===== src/rtl/context_switch_scheduler_if.sv =====
// rtl/context_switch_scheduler_if.sv - CPU, RAM and register-file signals of the context switch scheduler
// Purpose: bundles every non-clock/reset signal of context_switch_scheduler.
// Modports:
//   master : scheduler side (drives RAM/register/PC controls and status)
//   slave  : CPU/RAM environment side
interface context_switch_scheduler_if #(
  parameter int DATA_WIDTH = 32,
  parameter int ADDR_WIDTH = 32
);
  logic                  enable;
  logic                  instr_retired;
  logic                  halt_in;
  logic [DATA_WIDTH-1:0] pc_in;
  logic [DATA_WIDTH-1:0] reg_rdata;
  logic [DATA_WIDTH-1:0] ram_q;
  logic [ADDR_WIDTH-1:0] ram_addr;
  logic [DATA_WIDTH-1:0] ram_wdata;
  logic                  ram_we;
  logic [4:0]            reg_addr;
  logic [DATA_WIDTH-1:0] reg_wdata;
  logic                  reg_we;
  logic [DATA_WIDTH-1:0] pc_out;
  logic                  pc_load;
  logic                  cpu_stall;
  logic [1:0]            programa;
  logic                  all_halted;
  logic [15:0]           switch_count;

  modport master (
    input  enable, instr_retired, halt_in, pc_in, reg_rdata, ram_q,
    output ram_addr, ram_wdata, ram_we, reg_addr, reg_wdata, reg_we,
    output pc_out, pc_load, cpu_stall, programa, all_halted, switch_count
  );

  modport slave (
    output enable, instr_retired, halt_in, pc_in, reg_rdata, ram_q,
    input  ram_addr, ram_wdata, ram_we, reg_addr, reg_wdata, reg_we,
    input  pc_out, pc_load, cpu_stall, programa, all_halted, switch_count
  );
endinterface


===== src/rtl/context_switch_scheduler.sv =====
// rtl/context_switch_scheduler.sv - time-sliced context switch scheduler for two programs
// Purpose: runs program 1 or 2 for QUANTUM enabled cycles, then saves the register
//   file and PC of the running program into its RAM partition and restores the other.
// Optional feature: define CTX_SWITCH_COUNT_EN to build the completed-switch counter.
// Ports:
//   clock   : rising-edge clock
//   reset_n : asynchronous active-low reset
//   bus     : context_switch_scheduler_if.master
//             in  enable, instr_retired, halt_in, pc_in, reg_rdata, ram_q
//             out ram_addr/ram_wdata/ram_we, reg_addr/reg_wdata/reg_we, pc_out/pc_load,
//                 cpu_stall, programa, all_halted, switch_count
module context_switch_scheduler #(
  parameter int DATA_WIDTH = 32,
  parameter int ADDR_WIDTH = 32,
  parameter int NUM_REGS   = 32,
  parameter int PART_SIZE  = 1000,
  parameter int PC_SLOT    = 32,
  parameter int QUANTUM    = 1000,
  parameter int ENTRY_PC2  = 0
) (
  input logic                        clock,
  input logic                        reset_n,
  context_switch_scheduler_if.master bus
);
  localparam int CW = (QUANTUM > 1) ? $clog2(QUANTUM) : 1;
  localparam int IW = $clog2(NUM_REGS + 2);
  localparam logic [CW-1:0] CNT_LAST      = CW'(QUANTUM - 1);
  localparam logic [IW-1:0] IDX_SAVE_LAST = IW'(NUM_REGS - 1);
  localparam logic [IW-1:0] IDX_LOAD_LAST = IW'(NUM_REGS);

  typedef enum logic [2:0] {
    S_RUN, S_SAVE_REGS, S_SAVE_PC, S_LOAD_REGS, S_LOAD_PC, S_HALTED
  } state_t;

  state_t                r_state, w_next_state;
  logic [1:0]            r_prog;
  logic [CW-1:0]         r_cnt;
  logic [IW-1:0]         r_idx;
  logic                  r_halted1, r_halted2, r_started2;
  logic [1:0]            w_other;
  logic                  w_other_halted, w_expire, w_first2, w_entry2;
  logic [ADDR_WIDTH-1:0] w_base;

  assign w_other        = (r_prog == 2'd1) ? 2'd2 : 2'd1;
  assign w_other_halted = (r_prog == 2'd1) ? r_halted2 : r_halted1;
  assign w_expire       = bus.enable && bus.instr_retired && (r_cnt == CNT_LAST);
  // Target of the pending switch is program 2 and it has never run yet.
  assign w_first2       = (w_other == 2'd2) && !r_started2;
  // Inside LOAD_PC r_prog already names the new program.
  assign w_entry2       = (r_prog == 2'd2) && !r_started2;
  // r_prog is the old program during SAVE_* and the new one during LOAD_*.
  assign w_base         = ADDR_WIDTH'(r_prog) * ADDR_WIDTH'(PART_SIZE);

  always_ff @(posedge clock or negedge reset_n) begin
    if (!reset_n) r_state <= S_RUN;
    else          r_state <= w_next_state;
  end

  always_comb begin
    w_next_state = r_state;
    case (r_state)
      S_RUN: begin
        if (bus.halt_in)
          w_next_state = w_other_halted ? S_HALTED : (w_first2 ? S_LOAD_PC : S_LOAD_REGS);
        else if (w_expire && !w_other_halted)
          w_next_state = S_SAVE_REGS;
      end
      S_SAVE_REGS: if (r_idx == IDX_SAVE_LAST) w_next_state = S_SAVE_PC;
      S_SAVE_PC:   w_next_state = w_first2 ? S_LOAD_PC : S_LOAD_REGS;
      S_LOAD_REGS: if (r_idx == IDX_LOAD_LAST) w_next_state = S_LOAD_PC;
      S_LOAD_PC:   if (w_entry2 || r_idx != '0) w_next_state = S_RUN;
      S_HALTED:    w_next_state = S_HALTED;
      default:     w_next_state = S_RUN;
    endcase
  end

  always_comb begin
    bus.ram_addr  = '0;
    bus.ram_wdata = '0;
    bus.ram_we    = 1'b0;
    bus.reg_addr  = '0;
    bus.reg_wdata = '0;
    bus.reg_we    = 1'b0;
    bus.pc_out    = '0;
    bus.pc_load   = 1'b0;
    case (r_state)
      S_SAVE_REGS: begin
        bus.reg_addr  = 5'(r_idx);
        bus.ram_addr  = w_base + ADDR_WIDTH'(r_idx);
        bus.ram_wdata = bus.reg_rdata;
        bus.ram_we    = 1'b1;
      end
      S_SAVE_PC: begin
        bus.ram_addr  = w_base + ADDR_WIDTH'(PC_SLOT);
        bus.ram_wdata = bus.pc_in;
        bus.ram_we    = 1'b1;
      end
      S_LOAD_REGS: begin
        // Read of word i overlaps the register write of word i-1 (RAM has one cycle latency).
        if (r_idx != IDX_LOAD_LAST) bus.ram_addr = w_base + ADDR_WIDTH'(r_idx);
        if (r_idx != '0) begin
          bus.reg_addr  = 5'(r_idx - IW'(1));
          bus.reg_wdata = bus.ram_q;
          bus.reg_we    = 1'b1;
        end
      end
      S_LOAD_PC: begin
        if (w_entry2) begin
          bus.pc_out  = DATA_WIDTH'(ENTRY_PC2);
          bus.pc_load = 1'b1;
        end else if (r_idx == '0) begin
          bus.ram_addr = w_base + ADDR_WIDTH'(PC_SLOT);
        end else begin
          bus.pc_out  = bus.ram_q;
          bus.pc_load = 1'b1;
        end
      end
      default: ;
    endcase
  end

  assign bus.cpu_stall  = (r_state != S_RUN);
  assign bus.programa   = r_prog;
  assign bus.all_halted = (r_state == S_HALTED);

  always_ff @(posedge clock or negedge reset_n) begin
    if (!reset_n) begin
      r_prog     <= 2'd1;
      r_cnt      <= '0;
      r_idx      <= '0;
      r_halted1  <= 1'b0;
      r_halted2  <= 1'b0;
      r_started2 <= 1'b0;
    end else begin
      r_idx <= (w_next_state == r_state) ? r_idx + IW'(1) : '0;
      // Expiry with the other program halted simply restarts the slice.
      if (r_state != S_RUN || bus.halt_in || w_expire)
        r_cnt <= '0;
      else if (bus.enable && r_cnt != CNT_LAST)
        r_cnt <= r_cnt + CW'(1);
      if (r_state == S_RUN && bus.halt_in) begin
        if (r_prog == 2'd2) r_halted2 <= 1'b1;
        else                r_halted1 <= 1'b1;
      end
      if ((r_state == S_RUN && bus.halt_in && !w_other_halted) || r_state == S_SAVE_PC)
        r_prog <= w_other;
      if (r_state == S_LOAD_PC && w_next_state == S_RUN && r_prog == 2'd2)
        r_started2 <= 1'b1;
    end
  end

`ifdef CTX_SWITCH_COUNT_EN
  logic [15:0] r_switch_count;
  always_ff @(posedge clock or negedge reset_n) begin
    if (!reset_n)
      r_switch_count <= '0;
    else if (r_state == S_LOAD_PC && w_next_state == S_RUN)
      r_switch_count <= r_switch_count + 16'd1;
  end
  assign bus.switch_count = r_switch_count;
`else
  assign bus.switch_count = 16'd0;
`endif
endmodule


===== src/flat_wrapper.sv =====
// flat-port wrapper written by rule: the top's interface ports become plain ports
module context_switch_scheduler_flat 
#(
  parameter int DATA_WIDTH = 32,
  parameter int ADDR_WIDTH = 32,
  parameter int NUM_REGS   = 32,
  parameter int PART_SIZE  = 1000,
  parameter int PC_SLOT    = 32,
  parameter int QUANTUM    = 1000,
  parameter int ENTRY_PC2  = 0
)
  (clock, reset_n, bus_enable, bus_instr_retired, bus_halt_in, bus_pc_in, bus_reg_rdata, bus_ram_q, bus_ram_addr, bus_ram_wdata, bus_ram_we, bus_reg_addr, bus_reg_wdata, bus_reg_we, bus_pc_out, bus_pc_load, bus_cpu_stall, bus_programa, bus_all_halted, bus_switch_count);
  context_switch_scheduler_if #(.DATA_WIDTH(DATA_WIDTH), .ADDR_WIDTH(ADDR_WIDTH)) bus_i ();
  input logic clock;
  input logic reset_n;
  input wire logic [$bits(bus_i.enable)-1:0] bus_enable;
  input wire logic [$bits(bus_i.instr_retired)-1:0] bus_instr_retired;
  input wire logic [$bits(bus_i.halt_in)-1:0] bus_halt_in;
  input wire logic [$bits(bus_i.pc_in)-1:0] bus_pc_in;
  input wire logic [$bits(bus_i.reg_rdata)-1:0] bus_reg_rdata;
  input wire logic [$bits(bus_i.ram_q)-1:0] bus_ram_q;
  output wire logic [$bits(bus_i.ram_addr)-1:0] bus_ram_addr;
  output wire logic [$bits(bus_i.ram_wdata)-1:0] bus_ram_wdata;
  output wire logic [$bits(bus_i.ram_we)-1:0] bus_ram_we;
  output wire logic [$bits(bus_i.reg_addr)-1:0] bus_reg_addr;
  output wire logic [$bits(bus_i.reg_wdata)-1:0] bus_reg_wdata;
  output wire logic [$bits(bus_i.reg_we)-1:0] bus_reg_we;
  output wire logic [$bits(bus_i.pc_out)-1:0] bus_pc_out;
  output wire logic [$bits(bus_i.pc_load)-1:0] bus_pc_load;
  output wire logic [$bits(bus_i.cpu_stall)-1:0] bus_cpu_stall;
  output wire logic [$bits(bus_i.programa)-1:0] bus_programa;
  output wire logic [$bits(bus_i.all_halted)-1:0] bus_all_halted;
  output wire logic [$bits(bus_i.switch_count)-1:0] bus_switch_count;
  assign bus_i.enable = bus_enable;
  assign bus_i.instr_retired = bus_instr_retired;
  assign bus_i.halt_in = bus_halt_in;
  assign bus_i.pc_in = bus_pc_in;
  assign bus_i.reg_rdata = bus_reg_rdata;
  assign bus_i.ram_q = bus_ram_q;
  assign bus_ram_addr = bus_i.ram_addr;
  assign bus_ram_wdata = bus_i.ram_wdata;
  assign bus_ram_we = bus_i.ram_we;
  assign bus_reg_addr = bus_i.reg_addr;
  assign bus_reg_wdata = bus_i.reg_wdata;
  assign bus_reg_we = bus_i.reg_we;
  assign bus_pc_out = bus_i.pc_out;
  assign bus_pc_load = bus_i.pc_load;
  assign bus_cpu_stall = bus_i.cpu_stall;
  assign bus_programa = bus_i.programa;
  assign bus_all_halted = bus_i.all_halted;
  assign bus_switch_count = bus_i.switch_count;
  context_switch_scheduler #(.DATA_WIDTH(DATA_WIDTH), .ADDR_WIDTH(ADDR_WIDTH), .NUM_REGS(NUM_REGS), .PART_SIZE(PART_SIZE), .PC_SLOT(PC_SLOT), .QUANTUM(QUANTUM), .ENTRY_PC2(ENTRY_PC2)) u_core (.clock(clock), .reset_n(reset_n), .bus(bus_i));
endmodule

===== config.mk =====
export PLATFORM = sky130hd
export DESIGN_NAME = context_switch_scheduler_flat
export DESIGN_NICKNAME = d
export VERILOG_FILES = /design/src/rtl/context_switch_scheduler_if.sv /design/src/rtl/context_switch_scheduler.sv /design/src/flat_wrapper.sv
export SDC_FILE = /design/constraint.sdc
export NUM_CORES = 1
export LEC_CHECK = 0
export ABC_AREA = 1
export CORE_MARGIN = 8
export CORE_UTILIZATION = 35
export CTS_BUF_LIST = sky130_fd_sc_hd__clkbuf_16
export DETAILED_ROUTE_END_ITERATION = 7
export GPL_TIMING_DRIVEN = 0
export HOLD_SLACK_MARGIN = 0.1
export PLACE_DENSITY = 0.89
export RECOVER_POWER = 100
export REMOVE_ABC_BUFFERS = 1
export SYNTH_ARGS = -nofsm -noshare
export SYNTH_HDL_FRONTEND = slang
export SYNTH_SLANG_ARGS = --single-unit

===== constraint.sdc =====
create_clock -name clock -period 4.19 [get_ports clock]
set_clock_uncertainty 0.2 [all_clocks]
set_input_delay 0.838 -clock clock [delete_from_list [all_inputs] [get_ports clock]]
set_output_delay 0.838 -clock clock [all_outputs]
set_load 0.01 [all_outputs]

==> summary.md, run 1 <==
| Metric | Value |
|---|---|
| Dpl hpwl | `11900 µm` |
| Largest net degree at the start of global routing | `38` |
| GR Util All Layers | `23.2%` |
| Final setup TNS | `0 ps` |
| Worst-Margin Slew | `1140 ps` |
| CTS clk-pin slew, worst paths | `60 ps` |
| Peak Freq | `251 MHz` |
| Drc violations | `0` |
| Seq. cell area | `602 µm²` |
| Period utilization | `95.1%` |
| Multi-input logic area | `1770 µm²` |
| Die Footprint | `11400 µm²` |
| Outcome | `complete, no violations` |
| TritonCTS clock tree | `built` |
| Most frequent cell after synthesis | `inv_1` |
| ANT cells | `0` |
| Die H | `107 µm` |
| Via count of the routed design | `3721` |
| Placed Instances | `750` |
| Cell Rows | `33` |
| Port-buffer cells | `221` |
| Top-area cell type share of the netlist area | `19.9%` |
| Core Footprint | `8090 µm²` |
| Setup-failing EPs final | `0` |
| Crit path capture type | `output port` |
| Gpl congestion | `0.910` |
| Initial core utilization | `35.7%` |
| Synth Flop Type | `dfrtp_1` |
| TritonCTS Buffers | `3` |
| Post-Syn Area | `2890 µm²` |
| Post-DRT Antenna Nets | `0` |
| Data required time of the worst path | `3150 ps` |
| Syn. warnings | `0` |
| Detailed Routing Iterations Pass 1 | `5` |
| WL final | `14300 µm` |
| P&R area growth vs syn | `76.1%` |
| Yosys reg bits | `24` |
| Post-route insts no fill | `756` |
| Clk sinks | `24` |
| CP Class | `reg -> out` |
| Initial drt markers | `313` |
| Cell Chain, Critical Path | `nor2_1 -> nand2_1 -> inv_1 -> a22o_1 -> dlygate4sd3_1` |
| Design Area, Final | `5080 µm²` |
| Clk buf depth | `2` |
| Max cap viols | `0` |
| Sequential-to-total area share from yosys stat | `20.9%` |
| Share of cells above drive strength 1 | `4.15%` |
| Area leader, netlist | `dfrtp_1` |
| Max VDD drop | `0.240 mV` |
| Fin nets | `764` |
| Startpoint types | `flip-flop` |
| Tightest Hold Check Type | `reg -> reg` |
| Grt ovf | `0` |
| Avg Synthesized Cell Area | `6.54 µm²` |
| Tmin final | `3990 ps` |
| Clock Latency Late Sink | `260 ps` |
| Synth cell count leaders | `69 x inv_1, 60 x nor2_1, 55 x nand2_1` |
| Syn Inst Count | `441` |
| Vias in the first global route | `3615` |
| CP peak stage delay | `810 ps` |
| Hold Buf Count CTS | `0` |
| Fraction of synthesis flops using an asynchronous set or reset pin | `100%` |
| Routed wire per std cell | `18.9 µm` |
| Crit path arrival time | `2950 ps` |
| Antenna violations before repair | `0` |
| Util after Layout | `62.8%` |
| CP Max Fanout | `34` |
| Post-synth EDFFs | `0` |
| Slew headroom | `23.6%` |
| Area contributors post-synth | `dfrtp_1 20%, a22o_1 9.7%, buf_4 9.4%, inv_1 9.0%, nor2_1 7.8%` |
| Global-route wire length before repair | `21000 µm` |
| Number of I/O pins | `257` |
| Die Wd | `107 µm` |
| Netlist cell types | `41` |
| H-tree depth | `1` |
| P per Cell Area | `349 nW/µm²` |
| Hold Vio Cnt, Final | `0` |
| Slowest CP cell | `inv_1` |
| Clk root buf | `clkbuf_16` |
| FILL cells | `720` |
| Fin. max-slew vios | `0` |
| Pleak | `2.46 nW` |
| Vias per std cell | `4.92` |
| RSZ-0062 raised after global routing | `false` |
| Placed Area | `5020 µm²` |
## metal layers
metal / wire (µm) / vias to the layer above / GRT usage (%)
met2: 6660 / 179 / 37.5
met1: 6070 / 1742 / 29.8
met4: 115 / 0 / 2.51
met5: 0 / - / 0
li1: - / 1790 / -
met3: 1460 / 10 / 8.58
## power by group
group | total [mW] | internal, mW | switching (mW)
clock | 0.215 | 0.128 | 0.0873
combinational | 1.23 | 0.555 | 0.672
sequential | 0.332 | 0.272 | 0.0599
## critical path, delay by kind of cell (launching register included)
kind	cells	cell delay, ps
AND/OR/NAND/NOR	2	440
AO/OA/AOI/OAI	1	260
buffers and inverters	2	1480
flip-flops	1	500
## layout by cell type, fill, tap and decap left out, types with 2 or more instances in the layout
cell	n
xnor2_1	2
conb_1	35
o211ai_1	2
ha_1	10
clkbuf_16	3
nand3_1	18
dlygate4sd3_1	92
nor3_1	41
a21oi_1	10
a22o_1	32
inv_1	70
xor2_1	7
nor3_2	2
o21ai_0	13
clkdlybuf4s50_1	129
o22ai_1	7
dfrtp_1	23
nor2_2	2
nand4_1	2
inv_2	6
nand2_2	7
nand2_1	56
nor2_1	64
## area by class of cell
type,count,area share (%)
timing repair buffer,222,43.7
tap,105,2.58
clock buffer,3,1.48
sequential,24,11.8
inverter,76,5.61
multi-input combinational,325,34.7
clock inverter,1,0.0739
## repair_timing
item                       4_1_cts  5_1_grt
setup endpoints to repair       48        0
setup buffers                    1        0
gates resized for setup          1        0
## state kept, by name, indices dropped and copies added (netlist names)
signal	flops
u_core.r_started2	1
u_core.r_state	3
u_core.r_cnt	10
u_core.r_halted2	1
u_core.r_halted1	1
u_core.r_idx	6
u_core.bus.programa	2
## per-stage QoR
stage / power, mW / setup slack [ps] / hold slack [ps]
floorplan: 0.978 / 887 / 223
CTS: 1.85 / 273 / 281
detailed placement: 1.59 / -182 / 256
global placement: 1.56 / -139 / 234
finish: 1.77 / 204 / 279
global route: 1.89 / 32.3 / 308
## worst paths after layout
path	start	to	slack [ps]	depth (start not counted)
min in group asynchronous	reset_n	u_core.r_cnt[6]$_DFFE_PN0P_	1040	1
max in group asynchronous	reset_n	u_core.r_state[1]$_DFF_PN0_	2080	1
hold / removal	u_core.r_halted2$_DFFE_PN0P_	u_core.r_halted2$_DFFE_PN0P_	280	2
hold reg to reg	u_core.r_halted2$_DFFE_PN0P_	u_core.r_halted2$_DFFE_PN0P_	280	2
setup / recovery	u_core.r_state[2]$_DFF_PN0_	bus_ram_wdata[11]	200	5
setup reg to reg	u_core.r_idx[0]$_DFF_PN0_	u_core.r_idx[5]$_DFF_PN0_	1110	10
## logic make-up after synthesis
kind of cell,share of synthesized area [%]
AOI/OAI and AO/OA,17.6
and+or+nand+nor,32.1
buffers and inverters,21.5
DFF,20.9
adders and majority gates,5.03
other,0.130
xor gates and xnor gates,2.73
Power figures use the tool's default switching activity.
==> run 2: changes to the inputs <==
- CORE_UTILIZATION: 35 -> 30
- CTS_BUF_LIST: sky130_fd_sc_hd__clkbuf_16 -> sky130_fd_sc_hd__clkbuf_8
- PLACE_DENSITY: 0.89 -> 0.78
==> run 2 against run 1 <==
- clock-buffer cell count stayed put
- cell count grew 3.3%
- design area about the same
- power down 3.9%
- sequential power about the same
- global-route usage shrank 4.1 points
- register-to-register slack better by 150 ps
- sequential cell count unchanged
- critical endpoint is now bus_reg_addr[3]
- highest routed layer unchanged
==> summary.md, run 2 (synthesis results as in run 1) <==
| Metric | Value |
|---|---|
| Max VDD drop | `0.170 mV (-29%)` |
| Most frequent cells in the layout | `112 x clkdlybuf4s50_1, 109 x dlygate4sd3_1, 71 x inv_1` |
| CP Max Fanout | `37 (+8.8%)` |
| Grt ovf | `0 (unchanged)` |
| Port-buffer cells | `221 (unchanged)` |
| Placed Area | `5050 µm² (+0.60%)` |
| Clock Latency Late Sink | `270 ps (about the same)` |
| Clk root buf | `clkbuf_8` |
| Antenna violations before repair | `0 (unchanged)` |
| Data required time of the worst path | `3150 ps (about the same)` |
| CP peak stage delay | `680 ps (-130 ps)` |
| RSZ-0062 raised after global routing | `false` |
| Core Footprint | `9280 µm² (+15%)` |
| Routed wire per std cell | `17.1 µm (-9.4%)` |
| Biggest regs | `u_core.r_cnt: 10 flops, u_core.r_idx: 6 flops, u_core.r_state: 3 flops` |
| Die Footprint | `13000 µm² (+14%)` |
| CTS clk-pin slew, worst paths | `90 ps (+30 ps)` |
| Hold Vio Cnt, Final | `0 (unchanged)` |
| Clk sinks | `24 (unchanged)` |
| Setup-failing EPs final | `0 (unchanged)` |
| Drc violations | `0 (unchanged)` |
| Slowest CP cell | `dlygate4sd3_1` |
| Detailed Routing Iterations Pass 1 | `4 (-1)` |
| Initial core utilization | `31.1% (-4.6 points)` |
| Pwr Total | `1.70 mW (-3.9%)` |
| Met1 Usage GRT | `21.5% (-8.3 points)` |
| P&R area growth vs syn | `76.3% (about the same)` |
| ANT cells | `0 (unchanged)` |
| Max cap viols | `0 (unchanged)` |
| P per Cell Area | `335 nW/µm² (-4.0%)` |
| Met2 usage | `36.0% (-1.5 points)` |
| Die Wd | `114 µm (+6.8%)` |
| WL final | `13400 µm (-6.4%)` |
| Vias in the first global route | `3573 (-1.2%)` |
| Initial drt markers | `279 (-11%)` |
| Die H | `114 µm (+6.8%)` |
| Number of I/O pins | `257 (unchanged)` |
| Largest Register | `u_core.r_cnt` |
| CP Class | `reg -> out` |
| Final setup TNS | `0 ps (unchanged)` |
| Outcome | `complete, no violations` |
| Largest register FFs | `10 (unchanged)` |
| Cell mode on critical path | `inv_1` |
| TritonCTS Buffers | `3 (unchanged)` |
| Tmin final | `3970 ps (-19.5 ps)` |
| Slew headroom | `19.8% (-3.9 points)` |
| Startpoint types | `flip-flop` |
| Peak Freq | `252 MHz (+0.49%)` |
| Fin. max-slew vios | `0 (unchanged)` |
| Most Used Layer, Global Route | `met2` |
| Global-route wire length before repair | `20100 µm (-4.5%)` |
| Commonest non-fill, non-tap cell in the layout | `clkdlybuf4s50_1` |
| Share of cells above drive strength 1 | `4.29% (+0.15 points)` |
| Worst-Margin Slew | `1200 ps (+57.8 ps)` |
| Pleak | `2.51 nW (+2.3%)` |
| Multi-input logic area | `1770 µm² (about the same)` |
| Crit path capture type | `output port` |
| Period utilization | `94.7% (-0.47 points)` |
| Design Area, Final | `5090 µm² (about the same)` |
| Largest net degree at the start of global routing | `38 (unchanged)` |
| GR Layer Usage met3 | `4.69% (-3.9 points)` |
| Via count of the routed design | `3625 (-2.6%)` |
| Gpl congestion | `0.936 (+2.9%)` |
| Fin nets | `765 (+0.13%)` |
| CP top delay family | `simple AND/OR/NAND/NOR gates` |
| Clk buf depth | `2 (unchanged)` |
| Crit path arrival time | `2930 ps (-20 ps)` |
| Post-DRT Antenna Nets | `0 (unchanged)` |
| Cell Chain, Critical Path | `inv_1 -> ha_1 -> nand3_4 -> nor3_1 -> inv_1 -> nand2_2 -> o22ai_1 -> dlygate4sd3_1` |
| TritonCTS clock tree | `built` |
| Tightest Hold Check Type | `reg -> reg` |
| Crit path buf inv count | `3 (+1)` |
| FILL cells | `879 (+22%)` |
| Vias per std cell | `4.64 (-5.7%)` |
| Seq. cell area | `602 µm² (unchanged)` |
| H-tree depth | `1 (unchanged)` |
| Dpl hpwl | `11300 µm (-5.5%)` |
| Cell Rows | `35 (+6.1%)` |
| GR Util All Layers | `19.1% (-4.1 points)` |
-- run 2: cell types whose count changed in the layout (fill, tap and decap cells not counted), sizes merged --
cell	delta
clkdlybuf4s50	-17
dlygate4sd3	+17
buf	+1
clkinv	-1
inv	+1
-- run 2: path summary, 6_finish.rpt --
kind / endpoint / depth (start not counted) / slack, ps / startpoint
worst max register to register: u_core.r_idx[2]$_DFF_PN0_ / 10 / 1260 / u_core.r_idx[0]$_DFF_PN0_
worst max-delay path: bus_reg_addr[3] / 8 / 220 / u_core.r_idx[0]$_DFF_PN0_
worst min register to register: u_core.r_halted1$_DFFE_PN0P_ / 1 / 260 / u_core.r_halted1$_DFFE_PN0P_
min in group asynchronous: u_core.r_cnt[6]$_DFFE_PN0P_ / 1 / 1020 / reset_n
max in group asynchronous: u_core.r_idx[0]$_DFF_PN0_ / 1 / 2100 / reset_n
worst min-delay path: u_core.r_halted1$_DFFE_PN0P_ / 1 / 260 / u_core.r_halted1$_DFFE_PN0P_
-- run 2: timing repair --
item                                   in CTS  in global routing
endpoints found under the hold margin       0                  0
setup endpoints to repair                  48                  0
setup buffers                               2                  0
resized for setup                           1                  0
hold buffers                                0                  0
-- run 2: per-stage QoR --
step	setup WS [ps]	hold slack, ps	util (%)	std cells
6_report	223	259	54.8	781
5_1_grt	13.3	296	54.8	781
4_1_cts	213	268	55.2	781
3_5_place_dp	-153	248	54.4	774
3_3_place_gp	-121	233	54.4	774
2_1_floorplan	887	223	-	424
-- run 2: layer usage --
layer / vias up / wire, µm
li1: 1791 / -
met1: 1689 / 5250
met2: 135 / 7030
met3: 10 / 965
met4: 0 / 141
met5: - / 0
-- run 2: cell type report --
class	instances	area share [%]
multi-input combinational	325	34.7
inverter	76	5.61
clock buffer	3	0.812
timing repair buffer	223	43.8
tap	129	3.17
clock inverter	1	0.0738
sequential	24	11.8
-- run 2: power breakdown --
part	internal (mW)	total (mW)	switching, mW
Sequential	0.272	0.331	0.0591
Clock	0.0656	0.140	0.0748
Combinational	0.566	1.23	0.667
-- run 2: worst register-to-register path: cells and delay by family, from the launching register on --
family                   cells  cell delay [ps]
AND/OR/NAND/NOR              6             1550
flip-flops                   1              450
adder cells (fa/ha/maj)      1              240
AO/OA/AOI/OAI                1              220
buffers and inverters        2              190
==> RTL edit 1: new RTL, settings of run 1 <==
The option `CTX_SWITCH_COUNT_EN` is turned on by a define.
--- a/src/rtl/context_switch_scheduler.sv
+++ b/src/rtl/context_switch_scheduler.sv
@@ -9,6 +9,8 @@
 //             in  enable, instr_retired, halt_in, pc_in, reg_rdata, ram_q
 //             out ram_addr/ram_wdata/ram_we, reg_addr/reg_wdata/reg_we, pc_out/pc_load,
 //                 cpu_stall, programa, all_halted, switch_count
+`define CTX_SWITCH_COUNT_EN
+
 module context_switch_scheduler #(
   parameter int DATA_WIDTH = 32,
   parameter int ADDR_WIDTH = 32,
Function: changed (a bounded check fails within 4 cycles, from zero or initial values and one cycle with reset_n low).
==> RTL edit 1 against run 1 <==
- the run now ends with max-capacitance violations, max-slew violations left
- worst setup slack lost 0.094 ns
- sequential cell count rose by 16
- total power rose by 15%
- utilization down 0.21 points
- routed wire length rose by 7.3%
- synthesized area rose by 19%
- design area increased by 19%
- critical path type unchanged
- largest power group unchanged
- highest routed layer unchanged
==> RTL edit 1: results (changes against run 1) <==
outcome -> finished, violations left
failing checks -> max-capacitance violations, max-slew violations
Hold Crit Depth -> 1 (-1)
vias -> 4224 (+14%)
TritonRoute pass-1 iters -> 4 (-1)
Hold WS -> 0.276 ns (-0.00352 ns)
Comb. pwr -> 1140 uW (-7%)
H-tree depth -> 2 (+1)
max reg flops -> 16 (+6)
synth top area cells -> dfrtp_1 28%, inv_1 8.6%, a22o_1 8.2%
M1 WL -> 5980 um (-1.6%)
multi-input gates -> 355 (+9.2%)
met2 WL -> 7700 um (+16%)
clkbuf count -> 5 (+2)
first-pass GRT wire length -> 22300 um (+6.0%)
Fillers -> 825 (+15%)
Worst Hold Class -> flop to flop
met2 usage -> 0.381 (+0.00597)
vias in the first global route -> 4144 (+15%)
slew margin rel. -> -0.413 (-0.649)
R2R cell count -> 9 (-1)
Initial DRC Count -> 271 (-13%)
syn_area_per_cell -> 6.88 sq um (+5.1%)
sequential fraction of the synthesis area -> 0.292 (+0.0834)
register area -> 1000 sq um (+67%)
GRT met3 Usage -> 0.0651 (-0.0207)
Max Cap Viol -> 1 (+1)
drt wl/cell -> 17.8 um (-6.1%)
dpl hpwl -> 12700 um (+6.9%)
nets@finish -> 843 (+10%)
FFs w/ async S/R, synth -> 1.00 (unchanged)
Post-Place Cells -> 852 (+14%)
total placed instance area -> 5820 sq um (+16%)
critical path's slowest cell -> dfstp_2
reg2reg setup slack -> 1.62 ns (+0.51 ns)
Hold Path End -> u_core.r_halted1
Max Slew Vio Count -> 41 (+41)
All-Layer GR Usage -> 0.213 (-0.0197)
routed wl met3 -> 1410 um (-3.4%)
Buffers, non-clock -> 239 (+7.7%)
clock network power -> 415 uW (+93%)
largest net degree at the start of global routing -> 41 (+7.9%)
register fraction of the total cell area -> 0.166 (+0.0477)
Leak -> 0.00290 uW (+18%)
FFs & Latches -> 40 (+67%)
Worst-Skew Late Latency -> 0.28 ns (+0.02 ns)
Highest Clock Rate -> 245 MHz (-2.3%)
max incr delay on CP -> 0.63 ns (-0.18 ns)
Synth cell types -> 35 (-15%)
maximum vdd drop -> 0.267 mV (+11%)
worst min-delay path startpoint -> u_core.r_halted1
Layout non-clock buf frac -> 0.395 (-0.0421)
crit path DAT -> 3.04 ns (+0.09 ns)
GP Congestion -> 0.924 (+1.5%)
Commonest cells post-synth -> 79 x inv_1, 71 x nor2_1, 68 x nand2_1, 44 x nor3_1, 39 x dfrtp_1
## RTL edit 1: cell count changes after synthesis, sizes merged, moves of 2 or more
cell	run 1	this run
buf	43	23
inv	76	87
dfrtp	23	39
o21ai	14	19
xnor2	2	9
nand2	64	71
xor2	7	14
nand3	19	28
nand4	2	6
nor3	43	45
o211ai	2	4
clkbuf	8	12
a21oi	10	8
nor2	67	72
## RTL edit 1: kinds of logic (layout without fill, tap and decap cells)
| kind of cell | after synthesis | count (layout) | share of synthesized area |
|---|---|---|---|
| XOR/XNOR | 23 | 23 | 0.0587 |
| adder cells (fa/ha/maj) | 12 | 12 | 0.0459 |
| buffers and inverters | 123 | 336 | 0.157 |
| AND/OR/NAND/NOR | 224 | 225 | 0.287 |
| flip-flops | 40 | 40 | 0.292 |
| other | 1 | 19 | 0.00109 |
| AO/OA/AOI/OAI | 76 | 76 | 0.158 |
==> RTL edit 2: new RTL, config.mk and constraints of run 1 <==
Made on the original files. Re-encode `state_t` (6 states) as one-hot, 6 bits wide.
--- a/src/rtl/context_switch_scheduler.sv
+++ b/src/rtl/context_switch_scheduler.sv
@@ -28,8 +28,8 @@
   localparam logic [IW-1:0] IDX_SAVE_LAST = IW'(NUM_REGS - 1);
   localparam logic [IW-1:0] IDX_LOAD_LAST = IW'(NUM_REGS);
 
-  typedef enum logic [2:0] {
-    S_RUN, S_SAVE_REGS, S_SAVE_PC, S_LOAD_REGS, S_LOAD_PC, S_HALTED
+  typedef enum logic [5:0] {
+    S_RUN = 6'b000001, S_SAVE_REGS = 6'b000010, S_SAVE_PC = 6'b000100, S_LOAD_REGS = 6'b001000, S_LOAD_PC = 6'b010000, S_HALTED = 6'b100000
   } state_t;
 
   state_t                r_state, w_next_state;
Check against the original RTL: no difference found for any inputs over 10 cycles, from zero or initial values and one cycle with reset_n low; not proved beyond that.
==> RTL edit 2 against run 1 <==
- the run now ends with max-capacitance violations, max-slew violations left
- fmax fell by 0.75%
- worst setup slack got worse by 0.030 ns
- routed wire length rose by 4.8%
- count of clock-buffer cells in the layout did not move
- die area rose by 7.9%
- sequential cell count rose by 3
- synthesized area rose by 9.4%
- design area rose by 5.8%
Power is not compared: it rests on default switching activity, and its combinational part moved more than twofold at a synthesized area within 25%.
==> RTL edit 2: results (changes against run 1) <==
max incr delay on CP -> 0.62 ns (-0.19 ns)
syn_area_per_cell -> 6.84 sq um (+4.6%)
nets@finish -> 788 (+3.1%)
critical path's slowest cell -> dfstp_2
registers with the most flip-flops -> u_core.r_cnt: 10 flops, u_core.r_idx: 6 flops, u_core.r_state: 6 flops
failing checks -> max-capacitance violations, max-slew violations
crit path DAT -> 2.98 ns (+0.03 ns)
Max Cap Viol -> 1 (+1)
Commonest cells post-synth -> 72 x inv_1, 58 x nand2_1, 56 x nor2_1, 36 x nor3_1, 35 x buf_4
synth top area cells -> dfrtp_1 20%, a22o_1 8.9%, inv_1 8.6%
Initial DRC Count -> 302 (-3.5%)
largest net degree at the start of global routing -> 34 (-11%)
vias per cell -> 5.00 (+1.7%)
GP Congestion -> 0.902 (-0.92%)
All-Layer GR Usage -> 0.227 (-0.00530)
worst-path fanout max -> 33 (-2.9%)
Setup Buffers After CTS -> 2 (+1)
outcome -> finished, violations left
Synth cell types -> 46 (+12%)
Post-Place Cells -> 773 (+3.1%)
vias -> 3913 (+5.2%)
Max Slew Vio Count -> 28 (+28)
Seq group -> 318 uW
sequential fraction of the synthesis area -> 0.215 (+0.00632)
Fillers -> 737 (+2.4%)
first-pass GRT wire length -> 22800 um (+8.3%)
dpl hpwl -> 12200 um (+2.7%)
-- RTL edit 2: changes by cell type after synthesis, moves of 4 or more --
cell | before | now
a21oi_1 | 10 | 14
buf_2 | 7 | 3
inv_2 | 7 | 11
nand3_2 | 1 | 5
nor2_1 | 60 | 56
nor3_1 | 41 | 36
nor3_2 | 1 | 6
o21ai_1 | 1 | 6
o22ai_1 | 7 | 3
-- RTL edit 2: layer usage --
metal  wire (um)  track usage
met1        5830        0.259
met2        7700        0.411
met3        1060       0.0492
met4         393       0.0667
met5           0            0
-- RTL edit 2: area by class of cell --
cell class                      count  area, sq um  share of cell area
Sequential cell                    27          678               0.126
Tap cell                          108          135              0.0251
Multi-Input combinational cell    334         1930               0.358
Clock inverter                      1         7.51             0.00140
Inverter                           84          319              0.0593
Clock buffer                        3         75.1              0.0140
Timing Repair inverter              1         7.51             0.00140
Timing Repair Buffer              224         2230               0.414
-- RTL edit 2: kinds of logic (layout without fill, tap and decap cells) --
logic type / after synthesis / after routing / synth area share
simple gates: 200 / 201 / 0.329
buf+inv: 135 / 313 / 0.206
compound gates: 78 / 78 / 0.177
flops: 27 / 27 / 0.215
fa+ha+maj: 12 / 12 / 0.0500
xor+xnor: 8 / 8 / 0.0222
other cells: 1 / 35 / 0.00119
-- RTL edit 2: final timing paths --
path / start / endpoint / slack [ns] / cells past startpoint
setup reg to reg: u_core.r_state[5] / u_core.r_idx[2] / 1.48 / 8
setup / recovery: u_core.bus.programa[0] / bus_ram_addr[7] / 0.17 / 11
min in group asynchronous: reset_n / u_core.r_cnt[0] / 0.73 / 1
max in group asynchronous: reset_n / u_core.r_idx[5] / 2.16 / 1
hold / removal: u_core.r_halted1 / u_core.r_halted1 / 0.28 / 1
hold reg to reg: u_core.r_halted1 / u_core.r_halted1 / 0.28 / 1
